===== config.mk =====
export PLATFORM = sky130hd
export DESIGN_NAME = iir_sample_sequencer_flat
export DESIGN_NICKNAME = d
export VERILOG_FILES = /design/src/rtl/iir_sample_sequencer_if.sv /design/src/rtl/iir_sample_sequencer.sv /design/src/flat_wrapper.sv
export SDC_FILE = /design/constraint.sdc
export NUM_CORES = 1
export LEC_CHECK = 0
export BUFFER_PORTS_ARGS = -buffer_cell sky130_fd_sc_hd__buf_2
export CAP_MARGIN = 20
export CORE_AREA = 3 3 116 90
export CTS_CLUSTER_DIAMETER = 120
export CTS_CLUSTER_SIZE = 24
export DETAILED_ROUTE_END_ITERATION = 10
export DIE_AREA = 0 0 119 93
export PLACE_DENSITY_LB_ADDON = 0.1
export SYNTH_ARGS = -nofsm -noshare
export SYNTH_HDL_FRONTEND = slang
export SYNTH_SLANG_ARGS = --single-unit

===== constraint.sdc =====
create_clock -name clk -period 1.39 [get_ports clk]
set_clock_uncertainty 0.15 [all_clocks]
set_input_delay 0.417 -clock clk [delete_from_list [all_inputs] [get_ports clk]]
set_output_delay 0.417 -clock clk [all_outputs]
set_load 0.02 [all_outputs]

===== src/rtl/iir_sample_sequencer_if.sv =====
// Sample ROM and shared filter core bundle for iir_sample_sequencer.
// master = sequencer side, slave = ROM/core side.
interface iir_sample_sequencer_if #(
  parameter int ADDR_W = 15,
  parameter int DATA_W = 16
);
  logic [ADDR_W-1:0] rom_addr;
  logic [DATA_W-1:0] rom_q;
  logic              core_start;
  logic              core_ch;
  logic [DATA_W-1:0] core_x;
  logic [DATA_W-1:0] core_c0;
  logic [DATA_W-1:0] core_c1;
  logic [DATA_W-1:0] core_c2;
  logic              core_done;
  logic [DATA_W-1:0] core_y;

  modport master (
    output rom_addr,
    input  rom_q,
    output core_start,
    output core_ch,
    output core_x,
    output core_c0,
    output core_c1,
    output core_c2,
    input  core_done,
    input  core_y
  );

  modport slave (
    input  rom_addr,
    output rom_q,
    input  core_start,
    input  core_ch,
    input  core_x,
    input  core_c0,
    input  core_c1,
    input  core_c2,
    output core_done,
    output core_y
  );
endinterface


===== src/rtl/iir_sample_sequencer.sv =====
// Per-tick sample fetch, then LP and HP passes through one shared IIR core.
// Define IIR_SEQ_TIMEOUT_EN to add a core_done watchdog (timeout_err).
module iir_sample_sequencer #(
  parameter int ADDR_W = 15,
  parameter int DATA_W = 16,
  parameter int ROM_LAT = 1,
  parameter int SAMPLE_DIV = 16,
  parameter logic [DATA_W-1:0] LP_C0 = 16'h0006,
  parameter logic [DATA_W-1:0] LP_C1 = 16'h0003,
  parameter logic [DATA_W-1:0] LP_C2 = 16'h0003,
  parameter logic [DATA_W-1:0] HP_C0 = 16'h00FC,
  parameter logic [DATA_W-1:0] HP_C1 = 16'h00FC,
  parameter logic [DATA_W-1:0] HP_C2 = 16'h80FC,
  parameter int TIMEOUT = 32
) (
  input  logic                  clk,
  input  logic                  rst,
  input  logic                  en,
  iir_sample_sequencer_if.master bus,
  output logic [DATA_W-1:0]     low_pass,
  output logic [DATA_W-1:0]     high_pass,
  output logic                  out_valid,
  output logic                  overrun,
  output logic                  timeout_err
);

  if (ROM_LAT < 1 || ROM_LAT > 4) begin : g_lat_chk
    $error("ROM_LAT must be 1..4");
  end
  if (SAMPLE_DIV < 4) begin : g_div_chk
    $error("SAMPLE_DIV must be >= 4");
  end
  if (TIMEOUT < 1) begin : g_to_chk
    $error("TIMEOUT must be >= 1");
  end

  localparam int CNT_W = $clog2(SAMPLE_DIV);
  localparam int LAT_W = $clog2(ROM_LAT + 1);

  typedef enum logic [2:0] {
    IDLE,
    FETCH,
    RUN_LP,
    WAIT_LP,
    RUN_HP,
    WAIT_HP,
    HOLD
  } state_t;

  state_t            state;
  logic [CNT_W-1:0]  cnt;
  logic [LAT_W-1:0]  fcnt;
  logic [DATA_W-1:0] lp_hold;
  logic              tick;
  logic              hp_done;
  logic              drop;
  logic              expired;

  assign tick = en && (cnt == CNT_W'(SAMPLE_DIV - 1));
  assign hp_done = (state == WAIT_HP) && bus.core_done;
  // A tick landing on the final core_done chains straight into the next fetch.
  assign drop = tick && !hp_done &&
                (state != IDLE) && (state != HOLD);

  always_ff @(posedge clk or negedge rst) begin
    if (!rst) begin
      cnt <= '0;
    end else if (!en || tick) begin
      cnt <= '0;
    end else begin
      cnt <= cnt + 1'b1;
    end
  end

`ifdef IIR_SEQ_TIMEOUT_EN
  localparam int WD_W = $clog2(TIMEOUT + 1);

  logic [WD_W-1:0] wd;
  logic            in_wait;

  assign in_wait = (state == WAIT_LP) || (state == WAIT_HP);
  assign expired = in_wait && !bus.core_done &&
                   (wd == WD_W'(TIMEOUT - 1));

  always_ff @(posedge clk or negedge rst) begin
    if (!rst) begin
      wd <= '0;
    end else if (in_wait) begin
      wd <= wd + 1'b1;
    end else begin
      wd <= '0;
    end
  end
`else
  assign expired = 1'b0;
`endif

  always_ff @(posedge clk or negedge rst) begin
    if (!rst) begin
      state          <= IDLE;
      fcnt           <= '0;
      lp_hold        <= '0;
      bus.rom_addr   <= '0;
      bus.core_start <= 1'b0;
      bus.core_ch    <= 1'b0;
      bus.core_x     <= '0;
      bus.core_c0    <= '0;
      bus.core_c1    <= '0;
      bus.core_c2    <= '0;
      low_pass       <= '0;
      high_pass      <= '0;
      out_valid      <= 1'b0;
      overrun        <= 1'b0;
      timeout_err    <= 1'b0;
    end else begin
      bus.core_start <= 1'b0;
      out_valid      <= 1'b0;
      if (drop) overrun <= 1'b1;
      if (expired) timeout_err <= 1'b1;
      unique case (state)
        IDLE, HOLD: begin
          if (tick) begin
            fcnt  <= '0;
            state <= FETCH;
          end
        end
        FETCH: begin
          if (fcnt == LAT_W'(ROM_LAT)) begin
            bus.core_x     <= bus.rom_q;
            bus.rom_addr   <= bus.rom_addr + 1'b1;
            bus.core_start <= 1'b1;
            bus.core_ch    <= 1'b0;
            bus.core_c0    <= LP_C0;
            bus.core_c1    <= LP_C1;
            bus.core_c2    <= LP_C2;
            state          <= RUN_LP;
          end else begin
            fcnt <= fcnt + 1'b1;
          end
        end
        RUN_LP: state <= WAIT_LP;
        WAIT_LP: begin
          if (bus.core_done) begin
            lp_hold        <= bus.core_y;
            bus.core_start <= 1'b1;
            bus.core_ch    <= 1'b1;
            bus.core_c0    <= HP_C0;
            bus.core_c1    <= HP_C1;
            bus.core_c2    <= HP_C2;
            state          <= RUN_HP;
          end else if (expired) begin
            state <= HOLD;
          end
        end
        RUN_HP: state <= WAIT_HP;
        WAIT_HP: begin
          if (bus.core_done) begin
            low_pass  <= lp_hold;
            high_pass <= bus.core_y;
            out_valid <= 1'b1;
            fcnt      <= '0;
            state     <= tick ? FETCH : HOLD;
          end else if (expired) begin
            state <= HOLD;
          end
        end
        default: state <= IDLE;
      endcase
    end
  end

endmodule


===== src/flat_wrapper.sv =====
// flat-port wrapper written by rule: the top's interface ports become plain ports
module iir_sample_sequencer_flat 
#(
  parameter int ADDR_W = 15,
  parameter int DATA_W = 16,
  parameter int ROM_LAT = 1,
  parameter int SAMPLE_DIV = 16,
  parameter logic [DATA_W-1:0] LP_C0 = 16'h0006,
  parameter logic [DATA_W-1:0] LP_C1 = 16'h0003,
  parameter logic [DATA_W-1:0] LP_C2 = 16'h0003,
  parameter logic [DATA_W-1:0] HP_C0 = 16'h00FC,
  parameter logic [DATA_W-1:0] HP_C1 = 16'h00FC,
  parameter logic [DATA_W-1:0] HP_C2 = 16'h80FC,
  parameter int TIMEOUT = 32
)
  (clk, rst, en, low_pass, high_pass, out_valid, overrun, timeout_err, bus_rom_addr, bus_rom_q, bus_core_start, bus_core_ch, bus_core_x, bus_core_c0, bus_core_c1, bus_core_c2, bus_core_done, bus_core_y);
  iir_sample_sequencer_if #(.ADDR_W(ADDR_W), .DATA_W(DATA_W)) bus_i ();
  input  logic clk;
  input  logic rst;
  input  logic en;
  output logic [DATA_W-1:0] low_pass;
  output logic [DATA_W-1:0] high_pass;
  output logic out_valid;
  output logic overrun;
  output logic timeout_err;
  output wire logic [$bits(bus_i.rom_addr)-1:0] bus_rom_addr;
  input wire logic [$bits(bus_i.rom_q)-1:0] bus_rom_q;
  output wire logic [$bits(bus_i.core_start)-1:0] bus_core_start;
  output wire logic [$bits(bus_i.core_ch)-1:0] bus_core_ch;
  output wire logic [$bits(bus_i.core_x)-1:0] bus_core_x;
  output wire logic [$bits(bus_i.core_c0)-1:0] bus_core_c0;
  output wire logic [$bits(bus_i.core_c1)-1:0] bus_core_c1;
  output wire logic [$bits(bus_i.core_c2)-1:0] bus_core_c2;
  input wire logic [$bits(bus_i.core_done)-1:0] bus_core_done;
  input wire logic [$bits(bus_i.core_y)-1:0] bus_core_y;
  assign bus_rom_addr = bus_i.rom_addr;
  assign bus_i.rom_q = bus_rom_q;
  assign bus_core_start = bus_i.core_start;
  assign bus_core_ch = bus_i.core_ch;
  assign bus_core_x = bus_i.core_x;
  assign bus_core_c0 = bus_i.core_c0;
  assign bus_core_c1 = bus_i.core_c1;
  assign bus_core_c2 = bus_i.core_c2;
  assign bus_i.core_done = bus_core_done;
  assign bus_i.core_y = bus_core_y;
  iir_sample_sequencer #(.ADDR_W(ADDR_W), .DATA_W(DATA_W), .ROM_LAT(ROM_LAT), .SAMPLE_DIV(SAMPLE_DIV), .LP_C0(LP_C0), .LP_C1(LP_C1), .LP_C2(LP_C2), .HP_C0(HP_C0), .HP_C1(HP_C1), .HP_C2(HP_C2), .TIMEOUT(TIMEOUT)) u_core (.clk(clk), .rst(rst), .en(en), .bus(bus_i), .low_pass(low_pass), .high_pass(high_pass), .out_valid(out_valid), .overrun(overrun), .timeout_err(timeout_err));
endmodule

== Yosys cells after proc, flatten, opt, wreduce, memory -nomap -nowiden ==
Cells that the tools add are included.
Word-level totals
  register bits: 139
  latch bits: 0
  RAM bits: 0
  ROM bits: 0
  input bits: 36
  output and inout port bits: 116
  word-level logic and storage cells: 74
  memories kept: 0
Cells by class
  $add $sub $neg: 3
  $mul: 0
  divide/modulo/power cells: 0
  $lt $le $gt $ge: 0
  eq/ne operators: 12
  shifts and indexed selects: 0
  muxes and demuxes: 25
  bitwise logic cells: 0
  reductions and logical operators: 19
Operators by type and width (number)
  16-bit case mux with 2 select lines: 3
  16-bit 2-to-1 mux: 4
  3-bit case mux with 6 select lines: 1
  15-bit by 1-bit adder with 15-bit output (second input constant): 1
  3-bit 2-to-1 mux: 5
  3-bit == test (second input constant): 3
  1-bit 2-to-1 mux: 8
  3-bit by 2-bit == test with 1-bit output (second input constant): 2
  2-bit AND reduction: 3
  3-bit AND reduction: 2
  3-bit nonzero test: 2
  1-bit logical AND: 5
  4-bit by 1-bit adder with 4-bit output (second input constant): 1
  4-bit == test (second input constant): 1
  4-bit 2-to-1 mux: 1
  2-bit by 1-bit inequality test with 1-bit output (second input constant): 2
  2-bit inequality test (second input constant): 2
  1-bit case mux with 2 select lines: 2
  4-bit AND reduction: 1
  3-bit by 1-bit == test with 1-bit output (second input constant): 1
  3-bit logical NOT: 1
  3-bit inequality test (second input constant): 1
  1-bit case mux with 3 select lines: 1
  1-bit logical NOT: 2
  other kinds (4): 4

== Longest topological paths before layout ==
Gate-level depths: netlist of the first run.
  word-level depth: 6
  gate-level depth with buffers: 6
  mapped depth without buffers: 5

== Worst setup path before layout of the first run ==
Ideal clock, no wire load.
  path kind: register to register
  start point: reg u_core.bus.rom_addr[0]
  end point: reg u_core.bus.rom_addr[6]
  library setup time: 0.080 ns
  data arrival time: 1.401 ns
  required time: 1.160 ns
  slack: -0.240 ns
  stages on the path, launching flop included: 6
  path buffers: 0
  cell sequence: dfrtp_1 ha_1 nand3_1 or2_2 nor2_1 xor2_1
Between the ends
  cells in the longest elaborated chain, start to end: 1
RTL lines
  from (decl): RTL line iir_sample_sequencer_if.sv:19  | output rom_addr,
  from (signal assigned): RTL line iir_sample_sequencer.sv:130  | bus.rom_addr <= bus.rom_addr + 1'b1;
  15-bit by 1-bit adder with 15-bit output: RTL line iir_sample_sequencer.sv:130
No other way between the ends.
A chain may end at the register's enable or synchronous reset.

==> results of run 1 <==
==> sequential cells by signal, indices dropped and copies added, names as in the netlist, 3 cells and up <==
signal and cells:
u_core.bus.core_x 16, u_core.cnt 4, u_core.high_pass 16, u_core.lp_hold 16, u_core.low_pass 16, u_core.bus.core_c0 3
u_core.bus.rom_addr 15, u_core.state 3
==> worst max-delay path by stage <==
stage	depth (start not counted)	slack, ns	to	start
after floorplan	4	-0.15	u_core.bus.rom_addr[12]	u_core.bus.rom_addr[4]
after global placement	5	-0.20	u_core.lp_hold[5]	bus_core_done
after detailed placement	5	-0.20	u_core.lp_hold[5]	bus_core_done
after CTS	2	-0.22	bus_core_c1[5]	u_core.bus.core_c0[6]
after global routing	5	-0.30	u_core.bus.rom_addr[14]	u_core.state[2]
final	2	-0.25	bus_core_c1[3]	u_core.bus.core_c0[6]
==> where the power goes <==
| group | internal [mW] | switching, mW | total, mW |
|---|---|---|---|
| logic | 0.150 | 0.216 | 0.366 |
| registers | 2.74 | 0.0228 | 2.76 |
| clock network | 1.28 | 0.958 | 2.24 |
| total | 4.17 | 1.20 | 5.37 |
==> metal layers <==
layer  up-vias  track usage [%]
met5         -                0
met4         0            7.522
met3        23            5.079
met2       105            32.82
met1      1742            26.38
li1       1606                -
==> cells by family (layout without fill, tap and decap cells) <==
group	count (synthesis)	in the layout
flops	93	93
compound gates	17	17
simple gates	153	153
buf+inv	65	267
mux	32	32
xor+xnor	15	15
fa+ha+maj	2	2
other cells	1	25
==> worst register-to-register path: stages, from the launching register on <==
cell and delay [ns]:
sky130_fd_sc_hd__dfrtp_2 0.37, sky130_fd_sc_hd__buf_6 0.11, sky130_fd_sc_hd__ha_4 0.15, sky130_fd_sc_hd__nand3_4 0.09, sky130_fd_sc_hd__nor4_4 0.35, sky130_fd_sc_hd__nand3_1 0.14
sky130_fd_sc_hd__xnor2_1 0.16
==> final cells by class <==
cell class,count,area [um2]
Sequential cell,93,2340
Clock buffer,12,256.5
Timing Repair Buffer,248,2536
Clock inverter,2,10.01
Fill cell,609,2355
Inverter,5,21.27
Tap cell,132,165.2
Multi-Input combinational cell,244,1819
==> cell usage after synthesis, drive strengths merged (2+ instances only) <==
library cell / instances
dfrtp: 93
ha: 2
and3: 3
inv: 5
buf: 57
nand2: 113
mux2: 32
nand3: 10
clkbuf: 3
a21oi: 9
nor2: 10
or2: 3
and2: 2
nand4: 6
xnor2: 11
o21ai: 6
xor2: 4
and4: 2
==> per-stage QoR <==
step | cell area (um2) | setup WS [ns] | utilization (%) | setup TNS, ns
floorplan | 4248 | -0.1460 | - | -1.561
global placement | 4877 | -0.1969 | 51.32 | -8.370
detailed placement | 4877 | -0.2045 | 51.32 | -9.814
CTS | 6590 | -0.2245 | 69.35 | -20.80
global route | 7148 | -0.3010 | 75.22 | -28.45
finish | 7148 | -0.2523 | 75.22 | -21.95
==> what timing repair did <==
item,in CTS,in global routing
setup buffers,57,23
gates resized for setup,246,113
gates cloned,9,4
endpoints found under the setup margin,173,180
hold buffers,1,0
endpoints found under the hold margin,10,0
pin swaps,48,58
==> flow_summary.rst, run 1 <==
.. list-table::
   :header-rows: 1

   * - Metric
     - Value
   * - Outcome
     - finished, violations left
   * - Violated checks
     - negative setup slack
   * - Worst Path Buf+Inv
     - 2
   * - Wire length on met2
     - 6.121 mm
   * - Cell-by-cell trace of the critical path
     - buf_6 > buf_6
   * - Post-synthesis to final-layout area growth
     - 75.30%
   * - Hold path depth
     - 3
   * - Share of cell area taken by muxes after synthesis
     - 8.837%
   * - Fmax achieved
     - 0.6089 GHz
   * - Mean cell area of the mapped netlist
     - 10.79 um2
   * - Worst hold path type
     - primary input to flip-flop
   * - Sink of the worst hold path
     - u_core.high_pass[3]
   * - # rows
     - 31
   * - Total of buffers placed on input and output ports
     - 126
   * - Final global-route overflow total
     - 0
   * - Crit-path most repeated cell
     - sky130_fd_sc_hd__buf_6
   * - Standard cell with the maximum stage delay on the critical path
     - sky130_fd_sc_hd__dfrtp_2
   * - Portion of synthesized cell area occupied by the leading cell type
     - 57.07%
   * - Number of nets still failing antenna checks after routing
     - 0
   * - Post-route worst hold slack
     - 0.1536 ns
   * - Hold Violations, Final
     - 0
   * - Synthesized flop and latch total
     - 93
   * - Most used flip-flop cell after synthesis
     - sky130_fd_sc_hd__dfrtp_1
   * - Die X
     - 119 um
   * - Post-synthesis adder-cell area fraction
     - 0.6137%
   * - Peak VDD IR
     - 454.0 uV
   * - WP data required
     - 0.82 ns
   * - RSZ-0062 raised after global routing
     - true
   * - Count of pins over their slew limit
     - 0
   * - Per-cell via count in the routed design
     - 4.723
   * - Crit path max-delay family
     - flip-flops
   * - Wire length per cell
     - 16.21 um
   * - Clock-pin slew of the registers on the worst-case setup and hold paths
     - 0.06 ns
   * - Hold_sp
     - bus_core_y[3]
   * - Routed met3 length
     - 547 um
   * - Violation count after the first detailed-route iteration
     - 175
   * - Worst r2r dst
     - u_core.bus.rom_addr[12]
   * - Clock tree from TritonCTS
     - yes
   * - Warnings from Yosys
     - 0
   * - Launch instance of the worst register-to-register path
     - u_core.bus.rom_addr[1]
   * - Clock latency on the worst-skew pair
     - 0.34 ns
   * - Number of standard cells in the layout, taps in and fillers out
     - 736
   * - Number of clock buffers inserted by TritonCTS
     - 9
   * - Clock root cell
     - sky130_fd_sc_hd__clkbuf_16
   * - Sequential-to-total area share from yosys stat
     - 57.07%
   * - Pin count of the biggest net entering global routing
     - 33
   * - Post-synth cell types
     - 29
   * - Vias in the first global route
     - 3404
   * - Chip height
     - 93 um
   * - Main combinational cell family by area after synthesis
     - simple AND/OR/NAND/NOR gates
   * - Register-to-register setup slack
     - -0.25 ns
   * - Synthesized netlist cell count
     - 378
   * - Clock Sink Count
     - 93
   * - Total number of vias
     - 3476
   * - Layout cells sized above 1
     - 64.90%
   * - Cell Count Post-Placement
     - 631
   * - Overall die area
     - 11070 um2
   * - Post-synthesis xor/xnor area fraction
     - 3.222%
   * - Top Layer Used
     - met4
   * - Final #Nets
     - 639
   * - N_diodes
     - 0
   * - Post-synthesis async set-or-reset flop share
     - 100.0%
   * - Period Utilization, post-route
     - 118.2%
   * - Design Power
     - 5.370 mW
   * - Element type at the critical path end
     - output port
   * - Setup CP Type
     - flip-flop to output port
   * - Post-synthesis share of cell area spent on and, or, nand and nor gates
     - 16.91%
   * - Top library cells by usage in the layout, fill and taps aside
     - sky130_fd_sc_hd__buf_6, sky130_fd_sc_hd__dfrtp_1, sky130_fd_sc_hd__buf_4
   * - Wire length reported by the detailed router
     - 11.93 mm
   * - Initial Util
     - 42.91%
   * - Setup violations, final
     - 174
   * - Largest stage delay on the critical path
     - 0.45 ns
   * - Count of boundary I/O pins
     - 152
   * - Max-capacitance violation count
     - 0
   * - Slack of the critical path
     - -0.2523 ns
   * - Cell type with the largest total area after synthesis
     - sky130_fd_sc_hd__dfrtp_1
   * - Maximum net fanout on the critical path
     - 5
   * - Post-synthesis compound-gate area fraction
     - 2.209%
   * - Time the worst path needs with I/O delays and setup
     - 1.642 ns
   * - Final weighted congestion in routability-driven placement
     - 0.7275
   * - Initial antenna violation count
     - 0
   * - Data arrival at the endpoint of the critical path
     - 1.08 ns
   * - Crit path launch type
     - flip-flop
   * - Routed metal-1 wire length
     - 4.970 mm
   * - Number of cells traversed by the worst register-to-register path
     - 6
   * - Power per Cell Area
     - 751.3 nW/um2
   * - Count of H-tree levels built during CTS
     - 3
   * - Number of remaining DRC errors
     - 0
   * - Half-perimeter wire length of the detailed placement result
     - 6.231 mm
   * - Total routing usage reported by global routing
     - 20.22%
   * - Buffers from clock root to sink, at most
     - 2
   * - Number of enable flip-flop cells after synthesis
     - 0
   * - Placeable core area
     - 9503 um2
   * - Leak pwr
     - 3.853 nW
   * - Drt pass-1 iters
     - 4
   * - Synth top area cells
     - sky130_fd_sc_hd__dfrtp_1, sky130_fd_sc_hd__nand2_1, sky130_fd_sc_hd__buf_4
   * - Wire length of the first global-routing pass
     - 17.52 mm
   * - Leading cell type in the layout, fill and taps excluded
     - sky130_fd_sc_hd__buf_6
   * - Post-synthesis instance area
     - 4078 um2
No activity file was read; power rests on OpenSTA's default activity.
==> inputs of run 2 (changes only) <==
--- a/config.mk
+++ b/config.mk
@@ -13,6 +13,7 @@
 export DETAILED_ROUTE_END_ITERATION = 10
 export DIE_AREA = 0 0 119 93
 export PLACE_DENSITY_LB_ADDON = 0.1
+export RECOVER_POWER = 100
 export SYNTH_ARGS = -nofsm -noshare
 export SYNTH_HDL_FRONTEND = slang
 export SYNTH_SLANG_ARGS = --single-unit
==> flow_summary.rst, run 2 (synthesis gave the netlist of run 1 again) <==
.. list-table::
   :header-rows: 1

   * - Metric
     - Value
   * - WP data required
     - 0.82 ns (about the same)
   * - Total of buffers placed on input and output ports
     - 126 (unchanged)
   * - Leading cell type in the layout, fill and taps excluded
     - sky130_fd_sc_hd__buf_6
   * - Setup CP Type
     - flip-flop to output port
   * - Worst hold path type
     - primary input to flip-flop
   * - Period Utilization, post-route
     - 118.2% (about the same)
   * - Worst Path Buf+Inv
     - 2 (unchanged)
   * - Final #Nets
     - 639 (unchanged)
   * - Chip height
     - 93 um (unchanged)
   * - Peak VDD IR
     - 454.1 uV (about the same)
   * - Cell-by-cell trace of the critical path
     - buf_6 > buf_6
   * - Count of boundary I/O pins
     - 152 (unchanged)
   * - Post-synthesis to final-layout area growth
     - 74.35%
   * - Data arrival at the endpoint of the critical path
     - 1.08 ns (about the same)
   * - Pin count of the biggest net entering global routing
     - 33 (unchanged)
   * - RSZ-0062 raised after global routing
     - true
   * - Die X
     - 119 um (unchanged)
   * - Crit path launch type
     - flip-flop
   * - Total routing usage reported by global routing
     - 20.22% (unchanged)
   * - Final weighted congestion in routability-driven placement
     - 0.7275 (unchanged)
   * - Top library cells by usage in the layout, fill and taps aside
     - sky130_fd_sc_hd__buf_6, sky130_fd_sc_hd__dfrtp_1, sky130_fd_sc_hd__buf_4
   * - Slack of the critical path
     - -0.2525 ns (-0.0002000 ns)
   * - Standard cell with the maximum stage delay on the critical path
     - sky130_fd_sc_hd__dfrtp_2
   * - Wire length of the first global-routing pass
     - 17.52 mm (unchanged)
   * - Initial antenna violation count
     - 0 (unchanged)
   * - Placeable core area
     - 9503 um2 (unchanged)
   * - Largest stage delay on the critical path
     - 0.45 ns (about the same)
   * - Fmax achieved
     - 0.6088 GHz (about the same)
   * - Number of nets still failing antenna checks after routing
     - 0 (unchanged)
   * - Wire length reported by the detailed router
     - 11.91 mm (-0.14%)
   * - Clock tree from TritonCTS
     - yes
   * - Crit path max-delay family
     - flip-flops
   * - Final global-route overflow total
     - 0 (unchanged)
   * - Maximum net fanout on the critical path
     - 5 (unchanged)
   * - Element type at the critical path end
     - output port
   * - N_diodes
     - 0 (unchanged)
   * - Count of pins over their slew limit
     - 0 (unchanged)
   * - Time the worst path needs with I/O delays and setup
     - 1.643 ns (+0.0002000 ns)
   * - Initial Util
     - 42.91% (unchanged)
   * - Drt pass-1 iters
     - 4 (unchanged)
   * - Half-perimeter wire length of the detailed placement result
     - 6.231 mm (unchanged)
   * - Hold Violations, Final
     - 0 (unchanged)
   * - Violated checks
     - negative setup slack
   * - Outcome
     - finished, violations left
   * - Overall die area
     - 11070 um2 (unchanged)
   * - Count of H-tree levels built during CTS
     - 3 (unchanged)
   * - Wire length per cell
     - 16.19 um (-0.14%)
   * - Leak pwr
     - 3.838 nW (-0.37%)
   * - Buffers from clock root to sink, at most
     - 2 (unchanged)
   * - # rows
     - 31 (unchanged)
   * - Violation count after the first detailed-route iteration
     - 150 (-14%)
   * - Fill cell count
     - 620 (+1.8%)
   * - Crit-path most repeated cell
     - sky130_fd_sc_hd__buf_6
   * - Setup violations, final
     - 175 (+0.57%)
   * - Per-cell via count in the routed design
     - 4.685 (-0.81%)
   * - Layout cells sized above 1
     - 64.57% (-0.33 points)
   * - Final sum of negative setup slack
     - -22.06 ns (-0.1112 ns)
   * - Number of remaining DRC errors
     - 0 (unchanged)
   * - Clock Sink Count
     - 93 (unchanged)
   * - Total number of vias
     - 3448 (-0.81%)
   * - Number of clock buffers inserted by TritonCTS
     - 9 (unchanged)
   * - Max-capacitance violation count
     - 0 (unchanged)
   * - Clock latency on the worst-skew pair
     - 0.34 ns (about the same)
   * - Clock-pin slew of the registers on the worst-case setup and hold paths
     - 0.06 ns (about the same)
   * - Clock root cell
     - sky130_fd_sc_hd__clkbuf_16
   * - Final Core Density
     - 74.81% (-0.41 points)
   * - Power per Cell Area
     - 753.9 nW/um2 (+0.35%)
   * - Vias in the first global route
     - 3404 (unchanged)
[run 2: final timing paths]
| check | from | end | slack (ns) | depth (start not counted) |
|---|---|---|---|---|
| min reg2reg | u_core.lp_hold[2] | u_core.low_pass[2] | 0.33 | 2 |
| min in group asynchronous | rst | u_core.bus.core_x[11] | 0.37 | 2 |
| max | u_core.bus.core_c0[6] | bus_core_c1[3] | -0.25 | 2 |
| max in group asynchronous | rst | u_core.state[0] | 0.09 | 3 |
| max reg2reg | u_core.bus.rom_addr[1] | u_core.bus.rom_addr[12] | -0.24 | 6 |
| min | bus_core_y[4] | u_core.high_pass[4] | 0.15 | 3 |
[run 2: area by class of cell]
cell class | instances | area (um2) | area share [%]
repair buffers | 248 | 2500 | 35.16
flip-flops and latches | 93 | 2340 | 32.91
multi-input cells | 244 | 1817 | 25.55
clock buffers | 12 | 256.5 | 3.608
well taps | 132 | 165.2 | 2.323
inverters | 5 | 21.27 | 0.2992
clock inverters | 2 | 10.01 | 0.1408
[run 2: worst register-to-register path: stages, from the launching register on]
cell                      delay (ns)
sky130_fd_sc_hd__dfrtp_2        0.37
sky130_fd_sc_hd__buf_6          0.11
sky130_fd_sc_hd__ha_4           0.15
sky130_fd_sc_hd__nand3_4        0.09
sky130_fd_sc_hd__nor4_4         0.34
sky130_fd_sc_hd__nand3_1        0.14
sky130_fd_sc_hd__xnor2_1        0.19
[run 2: what timing repair did]
item,in CTS,in global routing
hold buffers,1,0
gates cloned,9,4
pin swaps,48,58
hold endpoints to repair,10,0
buffers inserted,57,23
setup endpoints to repair,173,180
resized for setup,246,113
[run 2: per-stage QoR]
step / hold WS (ns) / worst slack (ns) / total power [mW] / instances / cell area, um2
4_1_cts: 0.1280 / -0.2245 / 5.401 / 712 / 6590
5_1_grt: 0.1486 / -0.3010 / 5.559 / 736 / 7109
3_5_place_dp: 0.1421 / -0.2045 / 3.121 / 631 / 4877
3_3_place_gp: 0.1413 / -0.1969 / 3.118 / 631 / 4877
6_report: 0.1531 / -0.2525 / 5.359 / 736 / 7109
2_1_floorplan: -0.02859 / -0.1460 / 2.987 / 402 / 4248
[run 2: power breakdown]
group          switching, mW  internal (mW)  leakage (nW)
combinational          0.214          0.138          2.47
clock                  0.961           1.28         0.134
sequential            0.0229           2.74          1.23
total                   1.20           4.16          3.84
[run 2: routing by layer]
metal  GRT usage (%)  share of wire, %  vias up
met4           7.522               2.4        0
met3           5.079               4.7       23
met1           26.38                41     1714
met2           32.82                52      106
met5               0                 0        -
li1                -                 -     1605
==> inputs of run 3 (changes only) <==
==> constraint.sdc (replaced) <==
create_clock -name clk -period 1.3 [get_ports clk]
set_clock_uncertainty 0.15 [all_clocks]
set_input_delay 0.39 -clock clk [delete_from_list [all_inputs] [get_ports clk]]
set_output_delay 0.39 -clock clk [all_outputs]
set_load 0.02 [all_outputs]
==> flow_summary.rst, run 3 (synthesis gave the netlist of run 1 again) <==
.. list-table::
   :header-rows: 1

   * - Metric
     - Value
   * - Outcome
     - finished, violations left
   * - Violated checks
     - negative setup slack
   * - Number of logic stages on the critical path including buffering
     - 6 (+4)
   * - Clock-pin slew of the registers on the worst-case setup and hold paths
     - 0.07 ns (about the same)
   * - Worst-case setup slack after placement
     - -0.2726 ns (-0.06806 ns)
   * - Wire length per cell
     - 14.89 um (-8.0%)
   * - Number of nets still failing antenna checks after routing
     - 0 (unchanged)
   * - Maximum net fanout on the critical path
     - 3 (-2)
   * - Hold_sp
     - bus_core_y[2]
   * - Setup violations, final
     - 180 (+2.9%)
   * - Clock root cell
     - sky130_fd_sc_hd__clkbuf_16
   * - Post-synthesis to final-layout area growth
     - 68.58%
   * - WP data required
     - 1.37 ns (+0.55 ns)
   * - Pin count of the biggest net entering global routing
     - 34 (+3.0%)
   * - Largest stage delay on the critical path
     - 0.39 ns (-0.06 ns)
   * - Slack of the critical path
     - -0.3024 ns (-0.04988 ns)
   * - Hold path depth
     - 3 (unchanged)
   * - Post-route worst hold slack
     - 0.1142 ns (-0.03893 ns)
   * - Standard cell with the maximum stage delay on the critical path
     - sky130_fd_sc_hd__dfrtp_2
   * - Final Core Density
     - 72.34% (-2.5 points)
   * - Crit path launch type
     - flip-flop
   * - Time the worst path needs with I/O delays and setup
     - 1.602 ns
   * - Drt pass-1 iters
     - 6 (+2)
   * - Final global-route overflow total
     - 0 (unchanged)
   * - Cell-by-cell trace of the critical path
     - buf_6 > ha_4 > nand3_4 > nor4_4 > nand3_1 > xnor2_1
   * - Wire length of the first global-routing pass
     - 16.84 mm (-3.9%)
   * - Count of H-tree levels built during CTS
     - 3 (unchanged)
   * - Final #Nets
     - 639 (unchanged)
   * - RSZ-0062 raised after global routing
     - true
   * - # rows
     - 31 (unchanged)
   * - Data arrival at the endpoint of the critical path
     - 1.67 ns (+0.59 ns)
   * - Leading cell type in the layout, fill and taps excluded
     - sky130_fd_sc_hd__buf_6
   * - Total number of vias
     - 3339 (-3.2%)
   * - Max-capacitance violation count
     - 0 (unchanged)
   * - Total routing usage reported by global routing
     - 19.06% (-1.2 points)
   * - Setup CP Type
     - flip-flop to flip-flop
   * - Period Utilization, post-route
     - 123.3%
   * - Final weighted congestion in routability-driven placement
     - 0.7636 (+5.0%)
   * - Launch instance of the worst register-to-register path
     - u_core.bus.rom_addr[1]
   * - Layout cells sized above 1
     - 62.38% (-2.2 points)
   * - Die X
     - 119 um (unchanged)
   * - Power per Cell Area
     - 858.6 nW/um2 (+14%)
   * - Sink of the worst hold path
     - u_core.high_pass[2]
   * - Vias in the first global route
     - 3312 (-2.7%)
   * - Number of clock buffers inserted by TritonCTS
     - 9 (unchanged)
   * - Clock tree from TritonCTS
     - yes
   * - Wire length reported by the detailed router
     - 10.99 mm (-7.8%)
   * - Register-to-register setup slack
     - -0.30 ns (-0.06 ns)
   * - Fmax achieved
     - 0.6241 GHz
   * - Initial Util
     - 42.91% (unchanged)
   * - Leak pwr
     - 3.635 nW (-5.3%)
   * - Clock Sink Count
     - 93 (unchanged)
   * - Violation count after the first detailed-route iteration
     - 85 (-43%)
   * - Element type at the critical path end
     - flip-flop
   * - Half-perimeter wire length of the detailed placement result
     - 6.105 mm (-2.0%)
   * - Hold Violations, Final
     - 0 (unchanged)
   * - Total of buffers placed on input and output ports
     - 126 (unchanged)
   * - Number of remaining DRC errors
     - 0 (unchanged)
   * - Worst Path Buf+Inv
     - 1 (-1)
   * - Chip height
     - 93 um (unchanged)
   * - Top library cells by usage in the layout, fill and taps aside
     - sky130_fd_sc_hd__buf_6, sky130_fd_sc_hd__buf_4, sky130_fd_sc_hd__dfrtp_1
   * - Clock latency on the worst-skew pair
     - 0.34 ns (about the same)
   * - Per-cell via count in the routed design
     - 4.524 (-3.4%)
   * - Count of pins over their slew limit
     - 0 (unchanged)
   * - Initial antenna violation count
     - 0 (unchanged)
   * - Worst hold path type
     - primary input to flip-flop
   * - Buffers from clock root to sink, at most
     - 2 (unchanged)
   * - Number of cells traversed by the worst register-to-register path
     - 6 (unchanged)
   * - Overall die area
     - 11070 um2 (unchanged)
   * - N_diodes
     - 0 (unchanged)
   * - Crit path max-delay family
     - simple AND/OR/NAND/NOR gates
   * - Peak VDD IR
     - 738.1 uV (+63%)
   * - Final sum of negative setup slack
     - -34.22 ns (-12.16 ns)
   * - Placeable core area
     - 9503 um2 (unchanged)
   * - Count of boundary I/O pins
     - 152 (unchanged)
   * - Worst r2r dst
     - u_core.bus.rom_addr[12]
## run 3: cell types whose count changed in the layout (fill, tap and decap cells not counted), moves of 3 or more
cell | previous run | this run
sky130_fd_sc_hd__nand2_1 | 56 | 70
sky130_fd_sc_hd__nor2_1 | 2 | 5
sky130_fd_sc_hd__buf_4 | 68 | 91
sky130_fd_sc_hd__buf_6 | 127 | 108
sky130_fd_sc_hd__nand2_4 | 22 | 8
sky130_fd_sc_hd__buf_16 | 6 | 1
## run 3: stage by stage
step / total power, mW / cells / instance area [um2]
after floorplan: 3.199 / 402 / 4292
after global placement: 3.331 / 633 / 4922
after detailed placement: 3.334 / 633 / 4922
after CTS: 5.972 / 707 / 6469
after global routing: 6.114 / 738 / 6874
final: 5.902 / 738 / 6874
## run 3: timing repair
action,4_1_cts,5_1_grt
setup buffers,51,34
pin swaps,57,41
endpoints found under the setup margin,178,181
cloned,6,4
endpoints found under the hold margin,12,0
resized for setup,239,58
hold buffers,1,0
## run 3: area by class of cell
type / count / area, um2
clock buffer: 11 / 242.7
timing repair buffer: 248 / 2352
tap: 132 / 165.2
fill: 668 / 2629
clock inverter: 5 / 50.05
inverter: 5 / 28.78
multi-input combinational: 244 / 1695
sequential: 93 / 2340
## run 3: report_power, final
part | switching, mW | total, mW | internal [mW]
clock network | 1.05 | 2.58 | 1.53
registers | 0.0242 | 2.95 | 2.93
logic | 0.218 | 0.366 | 0.148
## run 3: how the worst max path moves through the flow
stage / from / endpoint / slack (ns)
2_1_floorplan: u_core.bus.rom_addr[4] / u_core.bus.rom_addr[12] / -0.23
3_3_place_gp: bus_core_done / u_core.lp_hold[7] / -0.25
3_5_place_dp: bus_core_done / u_core.lp_hold[9] / -0.27
4_1_cts: u_core.bus.core_c0[6] / bus_core_c0[5] / -0.29
5_1_grt: u_core.bus.rom_addr[1] / u_core.bus.rom_addr[12] / -0.38
6_report: u_core.bus.rom_addr[1] / u_core.bus.rom_addr[12] / -0.30
## run 3: worst register-to-register path, delay by kind of cell (launching register included)
kind / cells / cell delay [ns]
adders and majority gates: 1 / 0.14
DFF: 1 / 0.39
buffers and inverters: 1 / 0.12
xor gates and xnor gates: 1 / 0.15
and+or+nand+nor: 3 / 0.54
## run 3: routing by layer
layer | wire length, um | vias up | part of all wire, % | track usage [%]
li1 | - | 1603 | - | -
met1 | 4706 | 1624 | 43 | 24.44
met2 | 5593 | 100 | 51 | 32.30
met3 | 567 | 12 | 5.2 | 5.260
met4 | 119 | 0 | 1.1 | 4.629
met5 | 0 | - | 0 | 0
